`src/rtl/regfile_scoreboard_pkg.sv`:
```
// Shared LC-3b register-file types used by the decode-stage scoreboard.
package lc3b_types;

    // Architectural register index (R0-R7).
    typedef logic [2:0] lc3b_reg;

    // Condition-code triple (N, Z, P).
    typedef logic [2:0] lc3b_nzp;

    // Number of architectural registers tracked by the scoreboard.
    localparam int LC3B_NUM_REGS = 8;

endpackage

```
`src/rtl/regfile_scoreboard_counter.sv`:
```
// In-flight write counter for one register or for the CC.
// Increments on issue and decrements on writeback.
// It clears on flush and flags a writeback that finds nothing outstanding.
module sb_counter #(
    parameter int CNT_W = 2,
    parameter int MAX   = 3
) (
    input  logic             clk,
    input  logic             rst_n,
    input  logic             clr,
    input  logic             inc,
    input  logic             dec,
    output logic [CNT_W-1:0] count,
    output logic             underflow
);

    localparam logic [CNT_W-1:0] CNT_MAX = CNT_W'(MAX);

    logic dec_eff;

    // A retire only counts against a producer that exists; a flush discards it entirely.
    always_comb begin
        dec_eff   = dec & (count != '0);
        underflow = dec & ~clr & (count == '0);
    end

    // Count update; inc and dec together cancel, and the count never wraps past MAX.
    always_ff @(posedge clk or negedge rst_n) begin
        if (!rst_n) begin
            count <= '0;
        end else if (clr) begin
            count <= '0;
        end else if (inc && !dec_eff && count != CNT_MAX) begin
            count <= count + CNT_W'(1);
        end else if (!inc && dec_eff) begin
            count <= count - CNT_W'(1);
        end
    end

endmodule

```
`src/rtl/regfile_scoreboard.sv`:
```
// Decode-stage hazard scoreboard for the LC-3b register file and CC.
// It counts outstanding producers per register and stalls decode on RAW hazards or a full counter.
module regfile_scoreboard
    import lc3b_types::*;
#(
    parameter int MAX_INFLIGHT = 3,
    parameter int CNT_W        = 2,
    parameter int WB_BYPASS    = 1
) (
    input  logic       clk,
    input  logic       rst_n,
    input  logic       id_valid,
    input  logic [2:0] id_src_a,
    input  logic       id_src_a_used,
    input  logic [2:0] id_src_b,
    input  logic       id_src_b_used,
    input  logic [2:0] id_dest,
    input  logic       id_wr_reg,
    input  logic       id_wr_cc,
    input  logic       id_rd_cc,
    input  logic       ex_ready,
    input  logic       wb_valid,
    input  logic [2:0] wb_dest,
    input  logic       wb_ld_reg,
    input  logic       wb_ld_cc,
    input  logic       flush,
    output logic       stall,
    output logic       issue,
    output logic [7:0] pending_mask,
    output logic       cc_pending,
    output logic       sb_error
);

    localparam logic [CNT_W-1:0] CNT_MAX = CNT_W'(MAX_INFLIGHT);
    localparam logic [CNT_W-1:0] CNT_ONE = CNT_W'(1);
    localparam logic             BYPASS  = (WB_BYPASS != 0);

    logic [CNT_W-1:0]         reg_count [LC3B_NUM_REGS];
    logic [LC3B_NUM_REGS-1:0] reg_wb_hit;
    logic [LC3B_NUM_REGS-1:0] reg_busy;
    logic [LC3B_NUM_REGS-1:0] reg_inc;
    logic [LC3B_NUM_REGS-1:0] reg_underflow;

    logic [CNT_W-1:0] cc_count;
    logic             cc_wb_hit;
    logic             cc_busy;
    logic             cc_inc;
    logic             cc_underflow;

    logic raw_a;
    logic raw_b;
    logic raw_cc;
    logic full;

    // One counter per architectural register; a retiring last producer is not treated as busy when bypass is on.
    generate
        for (genvar gi = 0; gi < LC3B_NUM_REGS; gi++) begin : g_reg
            assign reg_wb_hit[gi]   = wb_valid & wb_ld_reg & (wb_dest == lc3b_reg'(gi));
            assign reg_busy[gi]     = (reg_count[gi] != '0) &
                                      ~(BYPASS & (reg_count[gi] == CNT_ONE) & reg_wb_hit[gi]);
            assign reg_inc[gi]      = issue & id_wr_reg & (id_dest == lc3b_reg'(gi));
            assign pending_mask[gi] = (reg_count[gi] != '0);

            sb_counter #(
                .CNT_W (CNT_W),
                .MAX   (MAX_INFLIGHT)
            ) u_cnt (
                .clk       (clk),
                .rst_n     (rst_n),
                .clr       (flush),
                .inc       (reg_inc[gi]),
                .dec       (reg_wb_hit[gi]),
                .count     (reg_count[gi]),
                .underflow (reg_underflow[gi])
            );
        end
    endgenerate

    assign cc_wb_hit  = wb_valid & wb_ld_cc;
    assign cc_busy    = (cc_count != '0) & ~(BYPASS & (cc_count == CNT_ONE) & cc_wb_hit);
    assign cc_inc     = issue & id_wr_cc;
    assign cc_pending = (cc_count != '0);

    sb_counter #(
        .CNT_W (CNT_W),
        .MAX   (MAX_INFLIGHT)
    ) u_cc_cnt (
        .clk       (clk),
        .rst_n     (rst_n),
        .clr       (flush),
        .inc       (cc_inc),
        .dec       (cc_wb_hit),
        .count     (cc_count),
        .underflow (cc_underflow)
    );

    // Hazard detection and issue decision from the current counts; no added latency.
    always_comb begin
        raw_a  = id_src_a_used & reg_busy[id_src_a];
        raw_b  = id_src_b_used & reg_busy[id_src_b];
        raw_cc = id_rd_cc & cc_busy;
        full   = (id_wr_reg & (reg_count[id_dest] == CNT_MAX)) |
                 (id_wr_cc & (cc_count == CNT_MAX));
        stall  = id_valid & (raw_a | raw_b | raw_cc | full | ~ex_ready);
        issue  = id_valid & ~stall & ~flush;
    end

    // Sticky error: any writeback that retires a producer that was never issued.
    always_ff @(posedge clk or negedge rst_n) begin
        if (!rst_n) begin
            sb_error <= 1'b0;
        end else if ((|reg_underflow) | cc_underflow) begin
            sb_error <= 1'b1;
        end
    end

endmodule
```
`config.mk`:
```
export PLATFORM = sky130hd
export DESIGN_NAME = regfile_scoreboard
export DESIGN_NICKNAME = d
export VERILOG_FILES = /design/src/rtl/regfile_scoreboard_pkg.sv /design/src/rtl/regfile_scoreboard_counter.sv /design/src/rtl/regfile_scoreboard.sv
export SDC_FILE = /design/constraint.sdc
export NUM_CORES = 1
export LEC_CHECK = 0
export CAP_MARGIN = 25
export CELL_PAD_IN_SITES_DETAIL_PLACEMENT = 0
export CELL_PAD_IN_SITES_GLOBAL_PLACEMENT = 1
export CORE_MARGIN = 4
export CORE_UTILIZATION = 38
export DETAILED_ROUTE_END_ITERATION = 12
export GPL_ROUTABILITY_DRIVEN = 0
export PLACE_DENSITY = 0.79
export SYNTH_ARGS = -nofsm -noshare
export SYNTH_HDL_FRONTEND = slang
export SYNTH_HIERARCHICAL = 1
export SYNTH_SLANG_ARGS = --single-unit
```
`constraint.sdc`:
```
create_clock -name clk -period 3.5 [get_ports clk]
set_clock_uncertainty 0.2 [all_clocks]
set_input_delay 0.35 -clock clk [delete_from_list [all_inputs] [get_ports clk]]
set_output_delay 0.35 -clock clk [all_outputs]
set_load 0.01 [all_outputs]
```
==> impl_metrics.toml <==
[synth]
syn_nets = 271
synth_compound_area_frac = 0.304
avgSynthCellArea_um2 = 7.87
synth-xor-area-share = 0
synth_top_family_by_area = "simple AND/OR/NAND/NOR gates"
synth.area.top_cells = "dfrtp_1, nand2b_4, o21ai_0"
seq_area_frac_synth = 0.246
yosys-top-cells-count = "nand2_1, o21ai_0, nor2_1"
synth_top_area_frac = 0.246
async_reset_ff_frac = 1.00
synth_adder_area_share = 0
synth-edff-count = 0
synth_flop_cell = "dfrtp_1"
synth_area_leader_cell = "dfrtp_1"
netlist_area_um2 = 1940
yosys.area_share.simple = 0.420
yosysWarnings = 6
synthCells = 246
synth_most_common_cell = "nand2_1"
ys_ff_latch = 19
synth_mux_area_frac = 0.00517
synthDistinctLibCells = 42

[floorplanning]
dieArea_um2 = 6300
core_um2 = 4820
start_util = 0.402
num_rows = 25
io_pins = 37
die_w_um = 79.4
die_y_um = 79.4

[layout]
finish.instance_area_um2 = 2680
nets = 337
regArea_um2 = 475
diodes = 0
post_route_cells_drive_above_1_share = 0.222
fill_cells = 478
multi_input_comb_area_um2 = 1450
area_delta_synth_final_pct = 38.4

[worst_setup_path]
reg2reg_to = "u_cc_cnt/count[0]"
r2r_start = "g_reg[5].u_cnt/count[1]"
reg2reg_slack_ns = 0.40
cpMaxStageDelayCell = "clkdlybuf4s50_1"
worstPathRequired_ns = 2.95
cp_cell_sequence = "clkdlybuf4s50_1, nand3b_1, o31a_1, a311oi_2, nor4bb_1, a211o_1, nor4b_1, dlygate4sd2_1"
ff2ff_path_depth = 11
crit_fanout = 6
crit_path_end_kind = "output pin"
arrival_ns = 2.75
worst_path_largest_cell_delay_ns = 0.45
critPathKind = "in2out"
critPathLaunchType = "input pin"

[power]
p_leak_nw = 0.976
p_per_area_nw_per_um2 = 195
vdd_ir_drop_max_mv = 0.128
power_w = 0.000523

[place]
place_area_um2 = 2550
pre_cts_ws_ns = -0.0879
io_buffers = 36
dp_hpwl_mm = 4.40

[global_routing]
grt.overflow.total = 0
grt_pass1_wl_mm = 9.60
grt_util_all_layers = 0.190
grt_max_degree = 20
grt_pass1_vias = 2004
antenna_found_initial = 0

[routing]
wl_mm = 5.88
vias = 2151
viasPerCell = 5.69
drc = 0
first_pass_iters = 6
detail-route-antenna-nets = 0
wl_per_cell_um = 15.6
drt-initial-drc-count = 93

[clocking]
clockRootBuffer = "clkbuf_8"
holdBufCountCts = 0
cts_tree = "done"
cts_buffers = 3
clk_latency_ns = 0.28
clkTransAtPathRegs_ns = 0.09
cts_htree_levels = 1
cts_buffer_depth = 2
cts_sinks = 19

[timing]
setup_ws_ns = 0.199
hold_slack_ns = 0.221
slew_headroom = 0.636
fmax_mhz = 303
setup_violations = 0
tightest_slew_ns = 0.544
slew_violations = 0
hold_violations = 0
rsz0062_at_grt = "no"
period_needed_ns = 3.30
min_period_over_period = 0.943

[status]
status = "finished clean"

[worst_hold_path]
hp-class = "in2async"

[flow_run]
drv_cap = 0
where the power goes:
group	leakage [nW]	total [W]	switching (W)	internal (W)
Clock	0.0217	0.000173	0.0000921	0.0000807
Sequential	0.260	0.000222	0.00000175	0.000220
Combinational	0.694	0.000129	0.0000640	0.0000647
Total	0.976	0.000523	0.000158	0.000366
layer usage:
| metal | vias to the layer above | part of all wire | wire length (µm) | GRT usage |
|---|---|---|---|---|
| li1 | 1073 | - | - | - |
| met1 | 1025 | 0.49 | 2880 | 0.254 |
| met2 | 47 | 0.45 | 2670 | 0.321 |
| met3 | 6 | 0.045 | 264 | 0.0339 |
| met4 | 0 | 0.011 | 65 | 0.0378 |
| met5 | - | 0 | 0 | 0 |
repair_timing:
item                                    4_1_cts  5_1_grt
pin swaps                                     0        2
endpoints found under the setup margin        1        2
cloned                                        0        0
gates resized for setup                       1       13
buffers inserted                              0        2
worst max-delay path by stage:
stage / startpoint / end / slack, ns / cells after the start
after floorplan: g_reg[5].u_cnt/count[1] / g_reg[7].u_cnt/count[0] / 0.72 / 10
after CTS: wb_dest[0] / stall / 0.01 / 9
after global routing: wb_dest[2] / issue / 0.02 / 8
after global placement: wb_dest[2] / issue / -0.04 / 8
final: wb_dest[2] / issue / 0.20 / 8
after detailed placement: wb_dest[1] / issue / -0.09 / 8
worst max-delay path: cells and delay by family:
kind	cells	cell delay (ns)
compound gates	3	0.88
buf+inv	2	0.77
simple gates	3	0.74
per-stage QoR:
stage                     utilization  cells  setup TNS, ns
after CTS                       0.540    375              0
after global placement          0.530    371        -0.0431
final                           0.556    378              0
after floorplan                     -    246              0
after global routing            0.556    378              0
after detailed placement        0.530    371        -0.0879
logic make-up (layout without fill, tap and decap cells):
group,after synthesis,in the layout
AOI/OAI and AO/OA,85,85
buffers and inverters,11,76
DFF,19,19
muxes,1,1
and+or+nand+nor,130,130
sequential cells by signal (all words and copies together) (netlist names):
register,cells
u_cc_cnt/count,2
sb_error,1
g.u_cnt/count,16
cells in the final DEF (no fill, tap or decap), types with 11 or more instances in the layout:
master / count
o21ai_0: 24
nor3_1: 11
buf_4: 27
nand3_1: 15
a21oi_1: 11
nand2_1: 28
nor2_1: 23
clkdlybuf4s50_1: 32
dfrtp_1: 19
nor4b_1: 11
area by class of cell:
cell class	count	area share
multi-input combinational	216	0.541
timing repair buffer	65	0.222
sequential	19	0.177
tap	67	0.0313
clock buffer	3	0.0154
inverter	7	0.00981
clock inverter	1	0.00280
(Power assumes the default switching activity.)
